<file path="src/rtl/dmem_arbiter_pkg.sv">
// Shared encodings for the data-BRAM arbiter: FSM states and read-return owner tags.
package dmem_arbiter_pkg;

  typedef enum logic [1:0] {
    ST_BOOT  = 2'd0,
    ST_DRAIN = 2'd1,
    ST_RUN   = 2'd2
  } arb_state_e;

  typedef enum logic [1:0] {
    OWN_NONE = 2'd0,
    OWN_CPU  = 2'd1,
    OWN_LDR  = 2'd2
  } rd_owner_e;

endpackage

</file>
<file path="src/rtl/dmem_arbiter_wait_counter.sv">
// Saturating starvation counter: counts consecutive loader-denied cycles up to MAX_WAIT.
module arb_wait_counter #(
  parameter int MAX_WAIT = 4,
  parameter int CNT_W    = $clog2(MAX_WAIT + 1)
) (
  input  logic             clk,
  input  logic             rst,
  input  logic             clr,
  input  logic             inc,
  output logic [CNT_W-1:0] cnt,
  output logic             at_max
);

  assign at_max = (cnt == CNT_W'(MAX_WAIT));

  always_ff @(posedge clk or posedge rst) begin
    if (rst)
      cnt <= '0;
    else if (clr)
      cnt <= '0;
    else if (inc && !at_max)
      cnt <= cnt + CNT_W'(1);
  end

endmodule

</file>
<file path="src/rtl/dmem_arbiter.sv">
// Single-port data BRAM arbiter between the MEM-stage CPU port and the UART boot loader.
// BOOT serves the loader only; RUN favours the CPU with a starvation guard for the loader.
//
// state    | meaning
// ST_BOOT  | loader owns the BRAM, CPU requests are stalled
// ST_DRAIN | one-cycle gap on a mode change, no grants, in-flight read returns
// ST_RUN   | CPU priority, loader forced in after MAX_WAIT denied cycles
module dmem_arbiter
  import dmem_arbiter_pkg::*;
#(
  parameter int ADDR_W   = 14,
  parameter int DATA_W   = 32,
  parameter int MAX_WAIT = 4
) (
  input  logic              clk,
  input  logic              rst,
  input  logic              boot_mode,
  input  logic              cpu_req,
  input  logic              cpu_we,
  input  logic [31:0]       cpu_addr,
  input  logic [DATA_W-1:0] cpu_wdata,
  output logic [DATA_W-1:0] cpu_rdata,
  output logic              cpu_stall,
  input  logic              ldr_req,
  input  logic              ldr_we,
  input  logic [ADDR_W-1:0] ldr_addr,
  input  logic [DATA_W-1:0] ldr_wdata,
  output logic              ldr_gnt,
  output logic              ldr_rvalid,
  output logic [DATA_W-1:0] ldr_rdata,
  output logic              mem_en,
  output logic              mem_we,
  output logic [ADDR_W-1:0] mem_addr,
  output logic [DATA_W-1:0] mem_wdata,
  input  logic [DATA_W-1:0] mem_rdata
);

  localparam int CNT_W = $clog2(MAX_WAIT + 1);

  arb_state_e state;
  arb_state_e drain_tgt;
  rd_owner_e  rd_owner;
  logic       cpu_rpend;
  logic       cpu_oor_q;
  logic       cpu_gnt;
  logic       cpu_addr_ok;
  logic       wait_inc;
  logic       wait_at_max;
  logic [CNT_W-1:0] wait_cnt;
  logic       unused_addr_lsb;

  assign unused_addr_lsb = ^cpu_addr[1:0];
  assign cpu_addr_ok     = (cpu_addr[31:ADDR_W+2] == '0);

  // Starvation only accrues while the CPU can actually win arbitration.
  assign wait_inc = (state == ST_RUN) && ldr_req && !ldr_gnt;

  arb_wait_counter #(
    .MAX_WAIT (MAX_WAIT),
    .CNT_W    (CNT_W)
  ) u_wait_counter (
    .clk    (clk),
    .rst    (rst),
    .clr    (!wait_inc),
    .inc    (wait_inc),
    .cnt    (wait_cnt),
    .at_max (wait_at_max)
  );

  always_comb begin
    ldr_gnt   = 1'b0;
    cpu_gnt   = 1'b0;
    cpu_stall = 1'b0;
    case (state)
      ST_BOOT: begin
        ldr_gnt   = ldr_req;
        cpu_stall = cpu_req;
      end
      ST_DRAIN: begin
        cpu_stall = cpu_req && !cpu_rpend;
      end
      ST_RUN: begin
        if (cpu_rpend) begin
          ldr_gnt = ldr_req;
        end else if (cpu_req && ldr_req) begin
          if (wait_at_max)
            ldr_gnt = 1'b1;
          else
            cpu_gnt = 1'b1;
        end else begin
          cpu_gnt = cpu_req;
          ldr_gnt = ldr_req;
        end
        cpu_stall = cpu_req && !cpu_rpend && !(cpu_gnt && cpu_we);
      end
      default: begin
        cpu_stall = cpu_req;
      end
    endcase
  end

  // Out-of-range CPU accesses are granted but never reach the BRAM.
  always_comb begin
    mem_en    = 1'b0;
    mem_we    = 1'b0;
    mem_addr  = '0;
    mem_wdata = '0;
    if (cpu_gnt) begin
      mem_en    = cpu_addr_ok;
      mem_we    = cpu_addr_ok && cpu_we;
      mem_addr  = cpu_addr[ADDR_W+1:2];
      mem_wdata = cpu_wdata;
    end else if (ldr_gnt) begin
      mem_en    = 1'b1;
      mem_we    = ldr_we;
      mem_addr  = ldr_addr;
      mem_wdata = ldr_wdata;
    end
  end

  assign cpu_rdata = (rd_owner == OWN_CPU && !cpu_oor_q) ? mem_rdata : '0;
  assign ldr_rdata = ldr_rvalid ? mem_rdata : '0;

  always_ff @(posedge clk or posedge rst) begin
    if (rst) begin
      state      <= ST_BOOT;
      drain_tgt  <= ST_BOOT;
      cpu_rpend  <= 1'b0;
      cpu_oor_q  <= 1'b0;
      rd_owner   <= OWN_NONE;
      ldr_rvalid <= 1'b0;
    end else begin
      case (state)
        ST_BOOT: begin
          if (!boot_mode) begin
            state     <= ST_DRAIN;
            drain_tgt <= ST_RUN;
          end
        end
        ST_RUN: begin
          if (boot_mode) begin
            state     <= ST_DRAIN;
            drain_tgt <= ST_BOOT;
          end
        end
        ST_DRAIN: state <= drain_tgt;
        default:  state <= ST_BOOT;
      endcase
      cpu_rpend  <= cpu_gnt && !cpu_we;
      cpu_oor_q  <= cpu_gnt && !cpu_addr_ok;
      ldr_rvalid <= ldr_gnt && !ldr_we;
      if (cpu_gnt && !cpu_we)
        rd_owner <= OWN_CPU;
      else if (ldr_gnt && !ldr_we)
        rd_owner <= OWN_LDR;
      else
        rd_owner <= OWN_NONE;
    end
  end

endmodule
</file>
<file path="config.mk">
export PLATFORM = sky130hd
export DESIGN_NAME = dmem_arbiter
export DESIGN_NICKNAME = d
export VERILOG_FILES = /design/src/rtl/dmem_arbiter_pkg.sv /design/src/rtl/dmem_arbiter_wait_counter.sv /design/src/rtl/dmem_arbiter.sv
export SDC_FILE = /design/constraint.sdc
export NUM_CORES = 1
export LEC_CHECK = 0
export ABC_AREA = 1
export CAP_MARGIN = 20
export CORE_AREA = 2 2 101 103
export CTS_CLUSTER_DIAMETER = 60
export DETAILED_ROUTE_END_ITERATION = 7
export DIE_AREA = 0 0 103 105
export GPL_ROUTABILITY_DRIVEN = 0
export PLACE_DENSITY = 0.67
export SYNTH_ARGS = -nofsm -noshare
export SYNTH_HDL_FRONTEND = slang
export SYNTH_HIERARCHICAL = 1
export SYNTH_SLANG_ARGS = --single-unit
</file>
<file path="constraint.sdc">
create_clock -name clk -period 2.2 [get_ports clk]
set_input_delay 0.22 -clock clk [delete_from_list [all_inputs] [get_ports clk]]
set_output_delay 0.22 -clock clk [all_outputs]
set_load 0.02 [all_outputs]
</file>
**Word level (Yosys, flattened, before mapping)**

Cells that the tools add are included.

- Flip-flop bits (word level): 12
- Input bits: 149
- Output and inout port bits: 115

- Add/sub/neg operators: 1
- Equal/unequal tests: 7
- Mux-type cells: 30
- Reductions and logical operators: 25

Operators with widths:

| cell | number |
|---|---|
| $mux W32 | 4 |
| $mux W14 | 2 |
| $logic_not A16 Y1 | 1 |
| $logic_and A1 B1 Y1 | 12 |
| $mux W1 | 12 |
| $mux W2 | 6 |
| $logic_not A1 Y1 | 8 |
| $mux W3 | 2 |
| $ne A2 B2 Y1 const B | 3 |
| $pmux W2 S3 | 1 |
| $eq A2 B1 Y1 const B | 2 |
| $pmux W1 S2 | 2 |
| $pmux W2 S2 | 1 |
| $add A3 B1 Y3 const B | 1 |
| $eq A3 B3 Y1 const B | 1 |
| $reduce_and A3 Y1 | 1 |
| $eq A2 B2 Y1 const B | 1 |
| $logic_not A2 Y1 | 1 |
| $reduce_and A2 Y1 | 1 |
| $reduce_bool A2 Y1 | 1 |

**Logic depth before layout (Yosys ltp)**

- Depth in word-level cells: 10
- Mapped depth: 13

**Hierarchy**

Netlist, hierarchy kept.

By module, submodules not included:

| module | instances | cells each | area an instance (µm²) | seq. area each (µm²) |
|---|---|---|---|---|
| dmem_arbiter | 1 | 357 | 1,699.1 | 175.2 |
| arb_wait_counter | 1 | 26 | 188.9 | 75.1 |

**Least setup slack after synthesis**

Ideal clock, no wire load.

- Kind: register to output
- Start point: register u_wait_counter.cnt[0]
- End point: output port mem_addr[0]
- Data arrival time: 1,550 ps
- Setup slack: 430 ps
- Stages on the path, launching flop included: 12
- Path through: dfrtp_1 inv_1 ha_1 nand2_2 inv_1 nand2_1 nand3_1 nor2_1 buf_4 buf_6 nand2_1 nand2_1

- Cells in the longest elaborated chain, start to end: 7
- Elaborated cells on any way between the ends: 12
- Classes of those cells: 1 x eq/ne; 11 x mux

RTL lines:

| item | RTL line | text |
|---|---|---|
| start: declaration | dmem_arbiter_wait_counter.sv:10 | `output logic [CNT_W-1:0] cnt,` |
| start signal: assignment | dmem_arbiter_wait_counter.sv:22 | `cnt <= cnt + CNT_W'(1);` |
| $eq A3 B3 Y1 * | dmem_arbiter_wait_counter.sv:14 | `assign at_max = (cnt == CNT_W'(MAX_WAIT));` |
| via wait_at_max | dmem_arbiter.sv:48 | `logic wait_at_max;` |
| $mux W1 | dmem_arbiter.sv:86 | `if (wait_at_max)` |
| $mux W1 | dmem_arbiter.sv:85 | `end else if (cpu_req && ldr_req) begin` |
| $mux W1 | dmem_arbiter.sv:83 | `if (cpu_rpend) begin` |
| $pmux W1 S2 or $mux W1 (tied branches) | dmem_arbiter.sv:74 | `case (state)` |
| $mux W14 or $mux W1 (tied branches) | dmem_arbiter.sv:113, dmem_arbiter.sv:74 |  |
| $mux W14 * | dmem_arbiter.sv:108 | `if (cpu_gnt) begin` |
| end: declaration | dmem_arbiter.sv:33 | `output logic [ADDR_W-1:0] mem_addr,` |

Mark *: on every way through the listed nets, which the timed path passes. The rest lies on a longest branch. The select of a mux whose other input is x is not followed.

**Worst setup path in the final report**

- Start point: register rd_owner[0]
- End point: output port cpu_rdata[30]

- Cells in the longest elaborated chain, start to end: 3

RTL lines:

| item | RTL line | text |
|---|---|---|
| start: declaration | dmem_arbiter.sv:42 | `rd_owner_e rd_owner;` |
| start signal: assignment | dmem_arbiter.sv:130 | `rd_owner <= OWN_NONE;` |
| start signal: assignment | dmem_arbiter.sv:153 | `rd_owner <= OWN_CPU;` |
| start signal: assignment | dmem_arbiter.sv:155 | `rd_owner <= OWN_LDR;` |
| $eq A2 B1 Y1 | dmem_arbiter.sv:121 | `assign cpu_rdata = (rd_owner == OWN_CPU && !cpu_oor_q) ? mem_rdata : '0;` |
| $logic_and A1 B1 Y1 | dmem_arbiter.sv:121 |  |
| $mux W32 | dmem_arbiter.sv:121 |  |
| end: declaration | dmem_arbiter.sv:22 | `output logic [DATA_W-1:0] cpu_rdata,` |

Every way passes these cells.

==> metrics.csv <==
metric;value;unit
core footprint;9639;um^2
Max-cap violations;0;
Mapped Area;1888;um^2
CTS tree;built;
H-tree depth;1;
most frequent cells in the layout;clkdlybuf4s50_1, nand2_1, inv_1;
Worst EP required;1.98;ns
DIE AREA;10820;um^2
LEAKAGE;2.831;nW
Buf+Inv Stages, Crit Path;3;
Overflow after GRT;0;
final hold vios;0;
filler instances;984;
switching power total;1.488;mW
hold_buf cts;0;
Hold Path Class;input pin to asynchronous set/reset pin;
crit-path max cell delay;0.62;ns
Synth Area per Inst;4.930;um^2
Critical Path Source Type;flip-flop;
synth warn;6;
Max-slew headroom;77.51;%
layout cells sized above 1;15.35;%
placed cells;777;
sequential power share;8.2;%
outcome;finished clean;
antenna fix cells;0;
post-route DRC violation count;0;
multi-input logic area;1224;um^2
hpwl dp;8111;um
Sum Neg Setup Slack;0;ns
Worst Tran Pin Value;0.3338;ns
root buf cell;clkbuf_8;
Finish-stage setup viols;0;
dpl cell area;4780;um^2
die width;103;um
Worst-path clk slew;0.05;ns
Core Util, Final;50.45;%
clock buffer depth;2;
DR WL met3;1078;um
met2 wire len;5254;um
port bufs;261;
crit path kind;flip-flop to primary output;
first-pass GRT wire length;14030;um
Max VDD drop;0.0003260;V
I/O pin cnt;264;
Int Pwr;1.541;mW
CP Data Arrival Time;1.91;ns
RSZ-0062 raised after global routing;no;
wl on met1;3502;um
total wire length;9979;um
vias in the first global route;3046;
Sink Count;10;
Final Cycle Share;96.86;%
area added between synthesis and finish;157.6;%
largest net degree at the start of global routing;45;
CP delay by family, top;buffers and inverters;
Clock Latency Late Sink;0.23;ns
GRT Util Overall;16.05;%
most common cell after layout, fill and taps aside;clkdlybuf4s50_1;
CP max FO;32;
non-filler instance count after layout;791;
cell area power density;622.9;nW/um^2
syn nets;538;
Top Metal Used;met4;
Detail Route Antenna Nets;0;
ordered cell list for the critical path;inv_1 -> or3_1 -> buf_12 -> nor2_1 -> clkdlybuf4s50_1;
initial core utilization;19.59;%
Period minus WS final;2.131;ns
Nets;814;
Slowest-stage cell, CP;clkdlybuf4s50_1;
Routed wire per std cell;12.62;um
Max Slew Vio Count;0;
fmax;0.4693;GHz
Vert. Die Dim;105;um
storage element area;250.2;um^2
Pre-Repair DR Iteration Count;4;
cells after synthesis;383;
CTS Buf Count;3;
Layout Skew;0.001135;ns
Via density;4.223;
antenna violations before repair;0;
sequential share of the synthesized area;13.25;%
Yosys reg bits;10;
combinational power share;84.4;%
via count;3340;
initial drt markers;132;
Final Instance Area;4863;um^2
cell row count;36;
Distinct cells, synth;22;
crit path capture type;primary output;
Sw Share;49.12;%
Clock power frac;7.5;%
==> power by group through the flow <==
stage	registers (mW)	clock network, mW	logic [mW]
3_3_place_gp	0.247	0	2.62
3_5_place_dp	0.249	0	2.64
5_1_grt	0.253	0.244	2.76
4_1_cts	0.247	0.230	2.40
2_1_floorplan	0.253	0	1.25
6_report	0.247	0.226	2.56
==> cell type report <==
class                           instances  share of cell area, %
Inverter                               81                  6.252
Tap cell                              133                  3.422
Sequential cell                        10                  5.145
Multi-Input combinational cell        270                  25.16
Clock buffer                            4                  1.132
Timing Repair Buffer                  293                  58.89
==> per-layer routing <==
| layer | vias to the layer above | track usage, % |
|---|---|---|
| met5 | - | 0 |
| met4 | 0 | 3.571 |
| met3 | 13 | 3.880 |
| met2 | 183 | 32.00 |
| met1 | 1459 | 16.13 |
| li1 | 1685 | - |
==> synthesized netlist by cell type (all sizes together) <==
cell type / n / area [um^2]
buf: 15 / 121.4
dfrtp: 10 / 250.2
ha: 6 / 75.07
clkbuf: 7 / 26.28
nand2: 147 / 561.8
a21oi: 3 / 15.01
nor3b: 1 / 7.510
o21ai: 6 / 33.78
nand3: 52 / 265.3
nand4: 4 / 25.02
o211ai: 1 / 7.510
nor2: 49 / 188.9
inv: 81 / 304.0
or3: 1 / 6.260
==> registers in the layout, indices dropped and copies added, names as in the netlist <==
signal and flops:
cpu_oor_q 1, drain_tgt 1, ldr_rvalid 1, rd_owner 2, state 2, u_wait_counter/cnt 3
==> final timing paths <==
check	start	to	slack (ns)	cells past startpoint
setup / recovery	rd_owner[0]	cpu_rdata[30]	0.07	5
hold / removal	rst	u_wait_counter/cnt[1]	0.18	2
setup reg to reg	u_wait_counter/cnt[1]	u_wait_counter/cnt[0]	0.16	14
hold reg to reg	drain_tgt[1]	drain_tgt[1]	0.54	2
max in group asynchronous	rst	drain_tgt[1]	1.72	2
min in group clk	drain_tgt[1]	drain_tgt[1]	0.54	2
==> per-stage QoR <==
step,total power [mW],hold WS (ns),setup WS [ns]
4_1_cts,2.876,0.1900,0.003335
5_1_grt,3.259,0.2051,0.0003306
3_5_place_dp,2.885,0.4394,-0.1525
6_report,3.030,0.1846,0.06902
3_3_place_gp,2.866,0.4277,-0.1256
2_1_floorplan,1.506,-0.02636,0.4299
==> cells by family after synthesis <==
family                   count (synthesis)  synth area share (%)
buffers and inverters                  103                 23.92
adder cells (fa/ha/maj)                  6                 3.976
AO/OA/AOI/OAI                           10                 2.982
flip-flops                              10                 13.25
AND/OR/NAND/NOR                        254                 55.86
==> what timing repair did <==
action / in CTS / in global routing
setup endpoints to repair: 50 / 64
cloned: 1 / 4
pin swaps: 1 / 5
buffers inserted: 2 / 3
gates resized for setup: 199 / 32
No activity file was read; power rests on OpenSTA's default activity.
